File: src/rtl/alu_seq.sv
`default_nettype none
// ============================================================================
// Module   : alu_seq
// Purpose  : Handshaked ALU. Logic, compare, rotate, add/sub and HI/LO moves
//            complete in one cycle. MULT (shift-add) and DIV (restoring) run
//            iteratively over WIDTH cycles and write the HI/LO registers.
// Revision : 1.0 - initial release
// ----------------------------------------------------------------------------
// Ports
//   clk       in   rising-edge clock
//   rstN      in   asynchronous active-low reset
//   in_valid  in   command valid
//   in_ready  out  block can accept a command (state == IDLE)
//   in_op     in   opcode [OPW]
//   in_a      in   operand A [WIDTH]
//   in_b      in   operand B [WIDTH]
//   out_valid out  result valid (state == DONE)
//   out_ready in   downstream accepts the result
//   result    out  result [WIDTH]
//   error     out  invalid opcode or divide by zero
//   zero      out  result == 0
//   carry     out  carry / borrow / high-product-nonzero
//   overflow  out  signed overflow (ADD/SUB only)
// ============================================================================
module alu_seq #(
  parameter int WIDTH = 8,
  parameter int OPW   = 5
) (
  input  logic             clk,
  input  logic             rstN,
  input  logic             in_valid,
  output logic             in_ready,
  input  logic [OPW-1:0]   in_op,
  input  logic [WIDTH-1:0] in_a,
  input  logic [WIDTH-1:0] in_b,
  output logic             out_valid,
  input  logic             out_ready,
  output logic [WIDTH-1:0] result,
  output logic             error,
  output logic             zero,
  output logic             carry,
  output logic             overflow
);

  localparam int SW = $clog2(WIDTH);
  localparam int CW = SW + 1;

  localparam logic [OPW-1:0] c_OP_ADD  = OPW'(0);
  localparam logic [OPW-1:0] c_OP_SUB  = OPW'(1);
  localparam logic [OPW-1:0] c_OP_AND  = OPW'(2);
  localparam logic [OPW-1:0] c_OP_OR   = OPW'(3);
  localparam logic [OPW-1:0] c_OP_XOR  = OPW'(4);
  localparam logic [OPW-1:0] c_OP_NOR  = OPW'(5);
  localparam logic [OPW-1:0] c_OP_NAND = OPW'(6);
  localparam logic [OPW-1:0] c_OP_XNOR = OPW'(7);
  localparam logic [OPW-1:0] c_OP_EQU  = OPW'(8);
  localparam logic [OPW-1:0] c_OP_GT   = OPW'(9);
  localparam logic [OPW-1:0] c_OP_LT   = OPW'(10);
  localparam logic [OPW-1:0] c_OP_ROR  = OPW'(11);
  localparam logic [OPW-1:0] c_OP_ROL  = OPW'(12);
  localparam logic [OPW-1:0] c_OP_MULT = OPW'(13);
  localparam logic [OPW-1:0] c_OP_DIV  = OPW'(14);
  localparam logic [OPW-1:0] c_OP_MFLO = OPW'(15);
  localparam logic [OPW-1:0] c_OP_MFHI = OPW'(16);

  typedef enum logic [1:0] {
    S_IDLE = 2'd0,
    S_BUSY = 2'd1,
    S_DONE = 2'd2
  } state_t;

  state_t           r_state;
  state_t           w_next;
  logic [CW-1:0]    r_cnt;
  logic             r_is_div;
  logic [WIDTH-1:0] r_m;        // multiplicand / divisor
  logic [WIDTH-1:0] r_wh;       // partial product high / running remainder
  logic [WIDTH-1:0] r_wl;       // multiplier / dividend-then-quotient
  logic [WIDTH-1:0] r_hi;
  logic [WIDTH-1:0] r_lo;
  logic [WIDTH-1:0] r_result;
  logic             r_error;
  logic             r_zero;
  logic             r_carry;
  logic             r_ovf;

  logic             w_accept;
  logic             w_iter;
  logic [WIDTH-1:0] w_res;
  logic             w_err;
  logic             w_cry;
  logic             w_ovf;
  logic [WIDTH:0]   w_sum;
  logic [WIDTH:0]   w_dif;
  logic [SW-1:0]    w_sh;
  logic [CW-1:0]    w_rsh;

  // ---------------------------------------------------------------- FSM
  always_ff @(posedge clk or negedge rstN) begin
    if (!rstN) r_state <= S_IDLE;
    else       r_state <= w_next;
  end

  // MULT and DIV with a nonzero divisor take the iterative path; a zero
  // divisor is reported immediately without touching HI/LO.
  assign w_iter = (in_op == c_OP_MULT) || ((in_op == c_OP_DIV) && (in_b != '0));

  always_comb begin
    w_next    = r_state;
    in_ready  = 1'b0;
    out_valid = 1'b0;
    w_accept  = 1'b0;
    case (r_state)
      S_IDLE: begin
        in_ready = 1'b1;
        if (in_valid) begin
          w_accept = 1'b1;
          w_next   = w_iter ? S_BUSY : S_DONE;
        end
      end
      S_BUSY: begin
        if (r_cnt == CW'(1)) w_next = S_DONE;
      end
      S_DONE: begin
        out_valid = 1'b1;
        if (out_ready) w_next = S_IDLE;
      end
      default: w_next = S_IDLE;
    endcase
  end

  // ------------------------------------------------------ single-cycle ops
  assign w_sum = {1'b0, in_a} + {1'b0, in_b};
  assign w_dif = {1'b0, in_a} - {1'b0, in_b};
  assign w_sh  = in_b[SW-1:0];
  // ROL by s equals ROR by WIDTH-s; a right shift of {a,a} by WIDTH yields a.
  assign w_rsh = (in_op == c_OP_ROL) ? (CW'(WIDTH) - {1'b0, w_sh}) : {1'b0, w_sh};

  always_comb begin
    w_res = '0;
    w_err = 1'b0;
    w_cry = 1'b0;
    w_ovf = 1'b0;
    case (in_op)
      c_OP_ADD: begin
        w_res = w_sum[WIDTH-1:0];
        w_cry = w_sum[WIDTH];
        w_ovf = (in_a[WIDTH-1] == in_b[WIDTH-1]) && (w_sum[WIDTH-1] != in_a[WIDTH-1]);
      end
      c_OP_SUB: begin
        w_res = w_dif[WIDTH-1:0];
        w_cry = w_dif[WIDTH];
        w_ovf = (in_a[WIDTH-1] != in_b[WIDTH-1]) && (w_dif[WIDTH-1] != in_a[WIDTH-1]);
      end
      c_OP_AND:  w_res = in_a & in_b;
      c_OP_OR:   w_res = in_a | in_b;
      c_OP_XOR:  w_res = in_a ^ in_b;
      c_OP_NOR:  w_res = ~(in_a | in_b);
      c_OP_NAND: w_res = ~(in_a & in_b);
      c_OP_XNOR: w_res = ~(in_a ^ in_b);
      c_OP_EQU:  w_res = WIDTH'(in_a == in_b);
      c_OP_GT:   w_res = WIDTH'(in_a > in_b);
      c_OP_LT:   w_res = WIDTH'(in_a < in_b);
      c_OP_ROR,
      c_OP_ROL:  w_res = WIDTH'({in_a, in_a} >> w_rsh);
      c_OP_MULT: w_res = '0;
      c_OP_DIV:  w_err = (in_b == '0);
      c_OP_MFLO: w_res = r_lo;
      c_OP_MFHI: w_res = r_hi;
      default:   w_err = 1'b1;
    endcase
  end

  // ------------------------------------------------------ iterative step
  logic [WIDTH:0]   w_madd;
  logic [WIDTH:0]   w_rs;
  logic             w_ge;
  logic [WIDTH-1:0] w_nh;
  logic [WIDTH-1:0] w_nl;

  // Shift-add: add multiplicand on LSB of multiplier, then shift {c,hi,lo} right.
  assign w_madd = r_wl[0] ? ({1'b0, r_wh} + {1'b0, r_m}) : {1'b0, r_wh};
  // Restoring divide: shift {rem,dividend} left, subtract divisor when it fits.
  // The remainder after subtraction is below the divisor, so WIDTH bits suffice.
  assign w_rs   = {r_wh, r_wl[WIDTH-1]};
  assign w_ge   = (w_rs >= {1'b0, r_m});

  always_comb begin
    if (r_is_div) begin
      w_nh = w_ge ? (w_rs[WIDTH-1:0] - r_m) : w_rs[WIDTH-1:0];
      w_nl = {r_wl[WIDTH-2:0], w_ge};
    end else begin
      w_nh = w_madd[WIDTH:1];
      w_nl = {w_madd[0], r_wl[WIDTH-1:1]};
    end
  end

  // ------------------------------------------------------ datapath
  always_ff @(posedge clk or negedge rstN) begin
    if (!rstN) begin
      r_cnt    <= '0;
      r_is_div <= 1'b0;
      r_m      <= '0;
      r_wh     <= '0;
      r_wl     <= '0;
      r_hi     <= '0;
      r_lo     <= '0;
      r_result <= '0;
      r_error  <= 1'b0;
      r_zero   <= 1'b0;
      r_carry  <= 1'b0;
      r_ovf    <= 1'b0;
    end else if (w_accept) begin
      r_is_div <= (in_op == c_OP_DIV);
      r_m      <= in_b;
      if (w_iter) begin
        r_cnt <= CW'(WIDTH);
        r_wh  <= '0;
        r_wl  <= in_a;
      end else begin
        r_result <= w_res;
        r_error  <= w_err;
        r_zero   <= (w_res == '0);
        r_carry  <= w_cry;
        r_ovf    <= w_ovf;
      end
    end else if (r_state == S_BUSY) begin
      r_cnt <= r_cnt - CW'(1);
      r_wh  <= w_nh;
      r_wl  <= w_nl;
      if (r_cnt == CW'(1)) begin
        r_hi     <= w_nh;
        r_lo     <= w_nl;
        r_result <= w_nl;
        r_error  <= 1'b0;
        r_zero   <= (w_nl == '0);
        r_carry  <= !r_is_div && (w_nh != '0);
        r_ovf    <= 1'b0;
      end
    end
  end

  assign result   = r_result;
  assign error    = r_error;
  assign zero     = r_zero;
  assign carry    = r_carry;
  assign overflow = r_ovf;

endmodule
`default_nettype wire

File: config.mk
export PLATFORM = sky130hd
export DESIGN_NAME = alu_seq
export DESIGN_NICKNAME = d
export VERILOG_FILES = /design/src/rtl/alu_seq.sv
export SDC_FILE = /design/constraint.sdc
export NUM_CORES = 1
export LEC_CHECK = 0
export ABC_CLOCK_PERIOD_IN_PS = 2500
export BUFFER_PORTS_ARGS = -buffer_cell sky130_fd_sc_hd__buf_2
export CORE_ASPECT_RATIO = 1.1
export CORE_MARGIN = 1.5
export CORE_UTILIZATION = 45
export DETAILED_ROUTE_END_ITERATION = 12
export PLACE_DENSITY = 0.73
export SYNTH_ARGS = -nofsm -noshare
export SYNTH_HDL_FRONTEND = slang
export SYNTH_SLANG_ARGS = --single-unit
File: constraint.sdc
create_clock -name clk -period 2.5 [get_ports clk]
set_input_delay 0.5 -clock clk [delete_from_list [all_inputs] [get_ports clk]]
set_output_delay 0.5 -clock clk [all_outputs]
set_load 0.02 [all_outputs]
---- After elaboration in Yosys (flattened, before gate mapping) ----
Index checks and enable logic that the tools add are counted.
W data, S select, Z words.
cells by class
  add/sub/neg operators ................... 6
  multiply operators ...................... 0
  divide/modulo/power cells ............... 0
  $lt $le $gt $ge ......................... 3
  equality and inequality tests ........... 29
  shift-type cells ........................ 1
  multiplexer cells ....................... 45
  bitwise operators ....................... 7
  reductions and logical operators ........ 21
operators with widths
  kind                  number
  $pmux W8 S14          1
  $mux W8               13
  $eq A5 B4 Y1 const B  8
  $logic_not A8 Y1      3
  $not A8 Y8            3
  $eq A5 B3 Y1 const B  4
  $add A8 B8 Y9         2
  $mux W1               18
  $mux W4               4
  $reduce_bool A8 Y1    2
  $reduce_or A16 Y1     1
  $shr A16 B4 Y8        1
  $eq A5 B2 Y1 const B  2
  $ge A9 B8 Y1          1
  $mux W9               1
  $reduce_and A3 Y1     3
  $sub A8 B8 Y9         1
  $and A8 B8 Y8         1
  $eq A8 B8 Y1          1
  $gt A8 B8 Y1          1
  $lt A8 B8 Y1          1
  $mux W2               4
  $ne A2 B2 Y1 const B  4
  $or A8 B8 Y8          1
  23 further kinds      31
word-level totals
  register bits after elaboration ......... 59
  bits in latches ......................... 0
  memory bits (writable) .................. 0
  bits in read-only memories .............. 0
  output and inout port bits .............. 14
  logic and storage cells ................. 125
  memories kept ........................... 0

---- Depth between registers and ports, before layout ----
Gate-level depths: netlist of run 1.
  word-level depth ........................ 8
  gate-level depth with buffers ........... 12
  gate-level depth less buffers ........... 12

---- Worst setup path before layout of run 1 ----
OpenSTA, ideal clock, no wires.
  kind .................................... input to register
  start point ............................. input in_b[0]
  end point ............................... register r_zero (netlist: zero)
  library setup time ...................... 0.064 ns
  arrival time ............................ 2.971 ns
  slack ................................... -0.535 ns
  stages .................................. 10
  path buffers ............................ 2
  cell sequence ........................... clkbuf_1 > inv_1 > ha_1 > and3_1 > buf_6 > nor2_4 > mux4_2 > a221o_1 > nor4_2 > a21o_1
on the way
  cells in the longest elaborated chain, start to end .. 7
  elaborated cells between the ends (all ways) .. 23
  those cells by class .................... 3 x add/sub; 2 x order compare; 2 x eq/ne; 1 x shift; 4 x mux; 6 x bitwise; 5 x reduce/logical
ends and longest elaborated chain
  what                    line  source
  start: declaration      35    input logic [WIDTH-1:0] in_b,
  $sub A4 B3 Y4           137   assign w_rsh = (in_op == c_OP_ROL) ? (CW'(WIDTH) - {1'b0, w_sh}) : {1'b0, w_sh};
  $mux W4                 137
  $shr A16 B4 Y8          165   c_OP_ROL: w_res = WIDTH'({in_a, in_a} >> w_rsh);
  $pmux W8 S14            144   case (in_op)
  $logic_not A8 Y1        223   r_zero <= (w_res == '0);
  $mux W1                 216   if (w_iter) begin
  $mux W1                 213   end else if (w_accept) begin
  end signal: assignment  223
  end signal: assignment  236   r_zero <= (w_nl == '0);
  end: declaration        83    logic r_zero;
Parallel ways exist; a longest one is shown, timed or not. The select of a mux whose other input is x is not followed.
A chain may end at the register's enable or synchronous reset.

---- Final worst setup path of run 1 ----
  start point ............................. register r_wh[1]
  end point ............................... register r_carry (netlist: carry)
on the way
  cells in the longest elaborated chain, start to end .. 8
  elaborated cells between the ends (all ways) .. 11
  those cells by class .................... 2 x add/sub; 1 x order compare; 6 x mux; 2 x reduce/logical
ends and longest elaborated chain
  what                                         line      source
  start: declaration                           77        logic [WIDTH-1:0] r_wh;
  start signal: assignment                     229       r_wh <= w_nh;
  $add A8 B8 Y9, or another cell as far along  182       assign w_madd = r_wl[0] ? ({1'b0, r_wh} + {1'b0, r_m}) : {1'b0, r_wh};
  $mux W9 or $mux W8 (tied branches)           182, 190
  $mux W8 (*)                                  189       if (r_is_div) begin
  $reduce_bool A8 Y1 (*)                       237       r_carry <= !r_is_div && (w_nh != '0);
  $logic_and A1 B1 Y1 (*)                      237
  $mux W1 (*)                                  231       if (r_cnt == CW'(1)) begin
  $mux W1 (*)                                  227       end else if (r_state == S_BUSY) begin
  $mux W1 (*)                                  213
  end signal: assignment                       224       r_carry <= w_cry;
  end signal: assignment                       237
  end: declaration                             84        logic r_carry;
Every way passes the cells marked *; elsewhere a longest branch is shown, timed or not. The select of a mux whose other input is x is not followed.

==> results.json, run 1 <==
{
  "yosys.area_share.simple": 0.217,
  "area_growth_pct": 49.8,
  "fin_setup_tns_ns": -0.895,
  "hold_class": "input port to asynchronous set/reset pin",
  "powerDensity_nw_per_um2": 855,
  "cp_max_fo": 3,
  "hold_viol_final": 0,
  "synth_top_family_by_area": "compound AO/OA/AOI/OAI gates",
  "async_flop_share": 1.00,
  "drt-wirelength-per-cell_um": 22.9,
  "pre_cts_ws_ns": -0.519,
  "synthesis.nets": 781,
  "slew-limit-headroom": 0.501,
  "rsz0062_at_grt": "true",
  "nets": 1012,
  "drive_gt1_frac": 0.418,
  "fin_crit_sh": 1.21,
  "synth_xor_area_frac": 0.0199,
  "clock_latency_ns": 0.34,
  "synth_edf_count": 0,
  "start_kind": "flop",
  "synth_top_cells_by_area": "dfrtp_1, ha_1, o21ai_0, nand2_1, mux2i_1",
  "synth_most_common_cell": "nand2_1",
  "synth_top_cell_by_area": "dfrtp_1",
  "clock_path_buffers": 2,
  "placedCellCount": 1072,
  "cts_made_buffers": 9,
  "die_y_um": 121,
  "fp.dieArea_um2": 13400,
  "setup_viol": 5,
  "boundaryPins": 39,
  "gp_congestion": 1.02,
  "synthFlopType": "dfrtp_1",
  "synthMuxAreaShare": 0.0681,
  "arrival_ns": 3.24,
  "netlist_area_um2": 5740,
  "synth_cells": 709,
  "maxSlewViolCount": 0,
  "dp_hpwl_mm": 19.4,
  "synth.top_cells.by_count": "nand2_1, o21ai_0, dfrtp_1",
  "grt_max_degree": 60,
  "final.min_clock_period_ns": 3.02,
  "finalNonFillerCells": 1103,
  "route.vias.total": 6734,
  "worstPathRequired_ns": 2.72,
  "skew_ns": 0.00874,
  "root_buffer": "clkbuf_16",
  "setup_ws_ns": -0.522,
  "grt_util_all_layers": 0.368,
  "critPathSlowestCell": "or3_1",
  "grt_pass1_vias": 6547,
  "drt_first_pass_iters": 5,
  "yosys_warnings": 0,
  "max_freq_ghz": 0.331,
  "drc": 0,
  "clk_pin_slew_ns": 0.06,
  "synth.top_cell.area_share": 0.257,
  "post_synth.cell_area_avg_um2": 8.09,
  "utilization": 0.685,
  "worstMarginPinSlew_ns": 0.746,
  "grt_overflow": 0,
  "cts_tree": "done",
  "antenna_found_initial": 1,
  "crit_type": "flop to flop",
  "htreeDepth": 3,
  "fp-row-count": 43,
  "ys_seq_elements": 59,
  "core_area_um2": 12500,
  "place.port_buffers": 38,
  "violations": "negative setup slack",
  "drtAntennaViolNets": 0,
  "synth_compound_area_frac": 0.268,
  "cp_cell_sequence": "ha_1, a21oi_2, o211ai_1, or3_1, a311oi_2, buf_4, a211oi_2, nor4_2, nand4_1, a221o_1",
  "wl_mm": 25.3,
  "die_x_um": 111,
  "initial_utilization": 0.458,
  "grt_pass1_wl_mm": 37.4,
  "num-fill-cells": 1024,
  "cts_hold_buf": 0,
  "synthAdderAreaFrac": 0.108,
  "vias_per_cell": 6.11,
  "p_leak_nw": 3.88,
  "synth_cell_types": 76,
  "seq_area_frac_synth": 0.257,
  "slowest_delay_ns": 0.44,
  "endpoint_kind": "flop",
  "vdd_drop_max_mv": 0.947,
  "status": "finished, violations left",
  "first_iter_violations": 567,
  "cap_violations": 0,
  "clock_sinks": 59
}
stage by stage:
stage	power, W	instance area, µm²	hold slack, ns
after floorplan	0.00360	5860	0.204
after global placement	0.00519	7650	0.463
after detailed placement	0.00530	7650	0.471
after CTS	0.00684	8210	0.185
after global routing	0.00770	8590	0.195
final	0.00734	8590	0.156
repair_timing:
| item | 4_1_cts | 5_1_grt |
|---|---|---|
| pin swaps | 15 | 41 |
| buffers inserted | 8 | 6 |
| endpoints found under the setup margin | 18 | 33 |
| gates resized for setup | 47 | 69 |
| hold endpoints to repair | 0 | 0 |
area by class of cell:
class | count | area [µm²] | area share
Antenna cell | 1 | 2.50 | 0.000291
Sequential cell | 59 | 1480 | 0.172
Inverter | 44 | 183 | 0.0213
Tap cell | 157 | 196 | 0.0229
Multi-Input combinational cell | 562 | 4450 | 0.518
Clock buffer | 10 | 239 | 0.0278
Clock inverter | 6 | 65.1 | 0.00757
Timing Repair Buffer | 264 | 1980 | 0.230
critical path: cells and delay by family, from the launching register on:
family                   cells  cell delay [ns]
flip-flops                   1             0.42
buffers and inverters        1             0.16
adder cells (fa/ha/maj)      1             0.33
AO/OA/AOI/OAI                5             1.02
AND/OR/NAND/NOR              3             0.96
cells in the final DEF, fill, tap and decap left out, types with 12 or more instances in the layout:
master / instances
ha_1: 27
nor3_1: 12
o21ai_0: 54
or3_1: 12
nor2_1: 38
buf_4: 219
nand2_1: 80
buf_2: 35
nand3_1: 13
mux2i_1: 20
inv_1: 30
dfrtp_1: 57
a21oi_1: 23
nor2b_1: 14
ha_4: 14
where the power goes:
group          total, W  switching [W]  internal (W)
combinational   0.00460        0.00245       0.00215
sequential      0.00147       0.000251       0.00122
clock           0.00126       0.000466      0.000797
final timing paths:
path | slack [ns] | from | end | cells after the start
max in group asynchronous | 2.03 | rstN | r_wh[0]$_DFFE_PN0P_ | 2
hold reg to reg | 0.48 | overflow$_DFFE_PN0P_ | overflow$_DFFE_PN0P_ | 2
min in group clk | 0.37 | out_ready | r_state[1]$_DFFE_PN0P_ | 2
setup reg to reg | -0.52 | r_wh[1]$_DFFE_PN0P_ | carry$_DFFE_PN0P_ | 10
setup / recovery | -0.52 | r_wh[1]$_DFFE_PN0P_ | carry$_DFFE_PN0P_ | 10
hold / removal | 0.16 | rstN | error$_DFFE_PN0P_ | 2
kinds of logic (layout without fill, tap and decap cells):
group,count (synthesis),in the layout
multiplexers,34,34
other,0,1
AO/OA/AOI/OAI,225,225
buffers and inverters,88,324
AND/OR/NAND/NOR,243,243
adder cells (fa/ha/maj),47,47
XOR/XNOR,13,13
flip-flops,59,59
layer usage:
metal	up-vias	routed length (µm)	global-route usage
met1	3234	9490	0.418
li1	3084	-	-
met2	320	12500	0.663
met5	-	0	0
met4	0	1550	0.209
met3	96	1680	0.0529
flip-flops by register name, indices dropped and copies added, names as in the netlist:
register and flops:
r_wh 8, overflow 1, r_m 8, r_state 2
r_lo 8, r_is_div 1, zero 1, r_hi 8
carry 1, result 8, error 1, r_wl 8
r_cnt 4
(Power assumes the default switching activity.)
==> run 2: changes to the inputs <==
- CORE_UTILIZATION: 45 -> 40
- PLACE_DENSITY: 0.73 -> 0.67
==> run 2 against run 1 <==
The flow still finishes with violations (negative setup slack). Sequential power grew 3%. Utilization shrank 6.7 points. Clock skew shrank 0.0011 ns. Combinational power shrank 2%. Flip-flop and latch count is the same. Largest power group unchanged. Global-route usage shrank 2.6 points. Final cell count grew 2.6%. Count of clock-buffer cells in the layout is the same. Register-to-register slack gained 0.14 ns. Highest routed layer unchanged.
==> results.json, run 2 (synthesized netlist as in run 1, its figures left out) <==
{
  "worstMarginPinSlew_ns": 0.617,
  "grt_pass1_wl_mm": 38.1,
  "crit_type": "flop to flop",
  "arrival_ns": 3.10,
  "final.min_clock_period_ns": 2.88,
  "status": "finished, violations left",
  "hold_ws_ns": 0.147,
  "grt_overflow": 0,
  "drive_gt1_frac": 0.416,
  "grt_util_all_layers": 0.342,
  "power_frac_clock": 0.172,
  "boundaryPins": 39,
  "maxSlewViolCount": 0,
  "die_y_um": 129,
  "htreeDepth": 3,
  "max_freq_ghz": 0.347,
  "gp_congestion": 1.04,
  "p_int_w": 0.00420,
  "slowest_delay_ns": 0.45,
  "route.vias.total": 6756,
  "wl_mm": 25.4,
  "rsz0062_at_grt": "true",
  "die_x_um": 117,
  "crit_family": "compound AO/OA/AOI/OAI gates",
  "p_comb_frac": 0.620,
  "drc": 0,
  "root_buffer": "clkbuf_16",
  "placedCellCount": 1098,
  "antenna_cells": 0,
  "dp_hpwl_mm": 19.8,
  "slew-limit-headroom": 0.588,
  "clk_pin_slew_ns": 0.05,
  "place.port_buffers": 38,
  "fp.dieArea_um2": 15100,
  "critPathSlowestCell": "dfrtp_2",
  "hold_class": "input port to asynchronous set/reset pin",
  "violations": "negative setup slack",
  "antenna_found_initial": 0,
  "cts_tree": "done",
  "cap_violations": 0,
  "finalNonFillerCells": 1132,
  "grt_pass1_vias": 6710,
  "pwr-share-seq": 0.208,
  "nets": 1011,
  "p_leak_nw": 3.86,
  "cp_max_fo": 4,
  "grt_max_degree": 60,
  "cts_hold_buf": 0,
  "clock_latency_ns": 0.34,
  "vdd_drop_max_mv": 0.886,
  "switchingPower_w": 0.00310,
  "skew_ns": 0.00760,
  "cts_made_buffers": 9,
  "endpoint_kind": "flop",
  "cp_num_buf_inv": 1,
  "drt-wirelength-per-cell_um": 22.4,
  "powerDensity_nw_per_um2": 849,
  "setup_ws_ns": -0.383,
  "worstPathRequired_ns": 2.71,
  "first_iter_violations": 534,
  "power_w": 0.00730,
  "start_kind": "flop",
  "drt_first_pass_iters": 5,
  "fp-row-count": 45,
  "drtAntennaViolNets": 0,
  "clock_sinks": 59,
  "fin_crit_sh": 1.15,
  "setup_viol": 12,
  "clock_path_buffers": 2,
  "hold_viol_final": 0,
  "core_area_um2": 13900,
  "final_common_cell": "buf_4",
  "cp_cell_sequence": "ha_1, a21oi_2, o211ai_1, buf_4, or3_1, a311oi_2, a211oi_1, nor4_2, nand4_1, a221o_1",
  "area_growth_pct": 49.8,
  "vias_per_cell": 5.97,
  "most-common-layout-cells": "buf_4, nand2_1, dfrtp_1",
  "initial_utilization": 0.412,
  "switching_share": 0.425
}
[run 2: cell count changes in the layout (fill, tap and decap cells not counted), moves of 3 or more]
cell      previous run  this run
buf_6                5         8
buf_4              219       214
ha_1                27        21
o21ai_2              2         6
a211oi_1             7        11
ha_4                14        17
o21ai_1             11         7
a211oi_2             6         2
ha_2                 2         5
[run 2: worst paths after layout]
check,cells after the start,slack (ns),from,end
min in group clk,2,0.35,out_ready,r_state[1]$_DFFE_PN0P_
setup / recovery,10,-0.38,r_wh[1]$_DFFE_PN0P_,carry$_DFFE_PN0P_
setup reg to reg,10,-0.38,r_wh[1]$_DFFE_PN0P_,carry$_DFFE_PN0P_
hold reg to reg,2,0.47,result[5]$_DFFE_PN0P_,result[5]$_DFFE_PN0P_
max in group asynchronous,2,2.04,rstN,r_wh[1]$_DFFE_PN0P_
hold / removal,2,0.15,rstN,r_cnt[3]$_DFFE_PN0P_
[run 2: per-stage QoR]
stage | TNS, ns | utilization | setup slack [ns] | cell area [µm²]
after global placement | -4.39 | 0.550 | -0.452 | 7650
final | -1.12 | 0.618 | -0.383 | 8590
after detailed placement | -5.35 | 0.550 | -0.462 | 7650
after global routing | -2.13 | 0.618 | -0.423 | 8590
after floorplan | -0.373 | - | -0.166 | 5860
after CTS | -0.547 | 0.580 | -0.321 | 8070
[run 2: final cells by class]
cell class	count	area (µm²)
clock buffer	10	239
clock inverter	6	63.8
fill	1217	5310
inverter	44	185
multi-input combinational	562	4400
sequential	59	1480
tap	188	235
timing repair buffer	263	1990
[run 2: power by group through the flow]
stage	clock, W	combinational [W]	sequential [W]
3_3_place_gp	0	0.00360	0.00147
3_5_place_dp	0	0.00369	0.00148
2_1_floorplan	0	0.00211	0.00150
6_report	0.00126	0.00453	0.00151
4_1_cts	0.00126	0.00383	0.00148
5_1_grt	0.00131	0.00485	0.00154
[run 2: per-layer routing]
layer  vias up  GRT usage  share of wire
li1       3086          -              -
met1      3272      0.406           0.38
met2       292      0.587           0.49
met3       106     0.0410          0.052
met4         0      0.206          0.075
met5         -          0              0
[run 2: timing repair]
| action | in CTS | in global routing |
|---|---|---|
| setup buffers | 1 | 19 |
| endpoints found under the setup margin | 14 | 26 |
| pin swaps | 15 | 36 |
| gates resized for setup | 25 | 89 |
| hold endpoints to repair | 0 | 0 |
==> run 3: changes to the inputs <==
==> constraint.sdc (replaced) <==
create_clock -name clk -period 2.5 [get_ports clk]
set_input_delay 0.125 -clock clk [delete_from_list [all_inputs] [get_ports clk]]
set_output_delay 0.125 -clock clk [all_outputs]
set_load 0.02 [all_outputs]
==> run 3 against run 2 <==
The run still ends with negative setup slack left. Power fell by 1.0%. Final cell count fell by 6.0%. Combinational power fell by 2%. Clock skew fell by 0.0032 ns. Sequential share of layout area rose by 1.7 points. Critical path type unchanged.
==> results.json, run 3 (synthesized netlist as in run 1, its figures left out) <==
{
  "area_growth_pct": 36.1,
  "rr_worst_depth": 9,
  "cap_violations": 0,
  "num-fill-cells": 1306,
  "clock_path_buffers": 2,
  "hold_ws_ns": 0.127,
  "start_kind": "flop",
  "crit_start": "r_wh[2]$_DFFE_PN0P_",
  "hold_viol_final": 0,
  "p_leak_nw": 3.51,
  "placedCellCount": 1043,
  "clock_sinks": 59,
  "endpoint_kind": "flop",
  "powerDensity_nw_per_um2": 925,
  "grt_pass1_vias": 6463,
  "vdd_drop_max_mv": 0.842,
  "violations": "negative setup slack",
  "die_x_um": 117,
  "max_freq_ghz": 0.352,
  "root_buffer": "clkbuf_16",
  "grt_overflow": 0,
  "arrival_ns": 3.05,
  "cp_max_fo": 4,
  "route.vias.total": 6325,
  "antenna_found_initial": 1,
  "boundaryPins": 39,
  "drt-wirelength-per-cell_um": 20.9,
  "cts_tree": "done",
  "fp-row-count": 45,
  "initial_utilization": 0.412,
  "rr_endpoint": "carry$_DFFE_PN0P_",
  "worstMarginPinSlew_ns": 0.761,
  "antenna_cells": 0,
  "final.min_clock_period_ns": 2.84,
  "reg2reg_slack_ns": -0.34,
  "fin_crit_sh": 1.14,
  "fin_setup_tns_ns": -0.494,
  "slew-limit-headroom": 0.493,
  "finalNonFillerCells": 1064,
  "fp.dieArea_um2": 15100,
  "core_area_um2": 13900,
  "most-common-layout-cells": "buf_4, nand2_1, o21ai_0, dfrtp_1, nor2_1",
  "vias_per_cell": 5.94,
  "final_common_cell": "buf_4",
  "worstPathRequired_ns": 2.71,
  "place.port_buffers": 38,
  "min_from": "in_b[5]",
  "setup_viol": 3,
  "setup_ws_ns": -0.345,
  "drt_first_pass_iters": 8,
  "clock_latency_ns": 0.33,
  "crit_type": "flop to flop",
  "status": "finished, violations left",
  "htreeDepth": 3,
  "r2r_start": "r_wh[2]$_DFFE_PN0P_",
  "grt_pass1_wl_mm": 34.8,
  "drc": 0,
  "die_y_um": 129,
  "wl_mm": 22.3,
  "rsz0062_at_grt": "true",
  "drtAntennaViolNets": 0,
  "gp_congestion": 0.995,
  "hold_class": "input port to flop",
  "first_iter_violations": 522,
  "grt_max_degree": 60,
  "maxSlewViolCount": 0,
  "skew_ns": 0.00438,
  "grt_util_all_layers": 0.307,
  "endpoint": "carry$_DFFE_PN0P_",
  "clk_pin_slew_ns": 0.05,
  "nets": 943,
  "drive_gt1_frac": 0.321,
  "dp_hpwl_mm": 17.7,
  "cts_made_buffers": 9
}
==> run 3: cell count changes in the layout (fill, tap and decap cells not counted), sizes merged <==
cell,delta
buf,-70
clkbuf,-1
bufinv,+1
clkinvlp,-2
dlygate4sd3,+2
clkinv,+3
inv,-1
==> run 3: how the worst min path moves through the flow <==
stage	end	depth (start not counted)	slack, ns
after floorplan	carry$_DFFE_PN0P_	0	-0.17
after global placement	error$_DFFE_PN0P_	2	0.31
after detailed placement	overflow$_DFFE_PN0P_	2	0.32
after CTS	r_m[5]$_DFFE_PN0P_	3	0.13
after global routing	r_m[6]$_DFFE_PN0P_	3	0.16
final	r_m[5]$_DFFE_PN0P_	3	0.13
==> run 3: layout make-up <==
cell class,count,area [µm²],area share
Clock inverter,7,92.6,0.0119
Sequential cell,59,1480,0.189
Timing Repair Buffer,195,1420,0.181
Inverter,44,165,0.0212
Tap cell,188,235,0.0301
Clock buffer,9,225,0.0288
Multi-Input combinational cell,562,4200,0.538
==> run 3: repair_timing <==
action,4_1_cts,5_1_grt
gates cloned,0,0
setup buffers,0,3
pin swaps,5,14
gates resized for setup,7,41
hold endpoints to repair,60,0
hold buffers,2,0
endpoints found under the setup margin,13,20
==> run 3: power breakdown <==
group	internal (W)	switching, W	total [W]
registers	0.00122	0.000264	0.00148
logic	0.00212	0.00231	0.00442
clock network	0.000869	0.000449	0.00132
total	0.00421	0.00302	0.00723
==> run 3: metal layers <==
metal / vias to the layer above / track usage / wire length (µm)
met5: - / 0 / 11
met4: 2 / 0.203 / 1630
met3: 97 / 0.0645 / 1480
met2: 279 / 0.500 / 10500
met1: 3005 / 0.362 / 8630
li1: 2942 / - / -
==> run 3: stage by stage <==
stage / total power [W] / area (µm²) / util / setup slack [ns]
3_5_place_dp: 0.00528 / 7190 / 0.517 / -0.368
5_1_grt: 0.00767 / 7810 / 0.561 / -0.447
2_1_floorplan: 0.00359 / 5780 / - / -0.115
6_report: 0.00723 / 7810 / 0.561 / -0.345
3_3_place_gp: 0.00521 / 7190 / 0.517 / -0.290
4_1_cts: 0.00667 / 7550 / 0.543 / -0.284
==> run 3: worst max-delay path, stage by stage (launching register included) <==
cell     delay [ns]
dfrtp_1        0.46
ha_1           0.35
nor2b_2        0.18
o31a_1         0.27
o21a_1         0.23
or3_1          0.32
a311o_1        0.29
a32oi_1        0.17
nand4_1        0.11
a221o_1        0.35
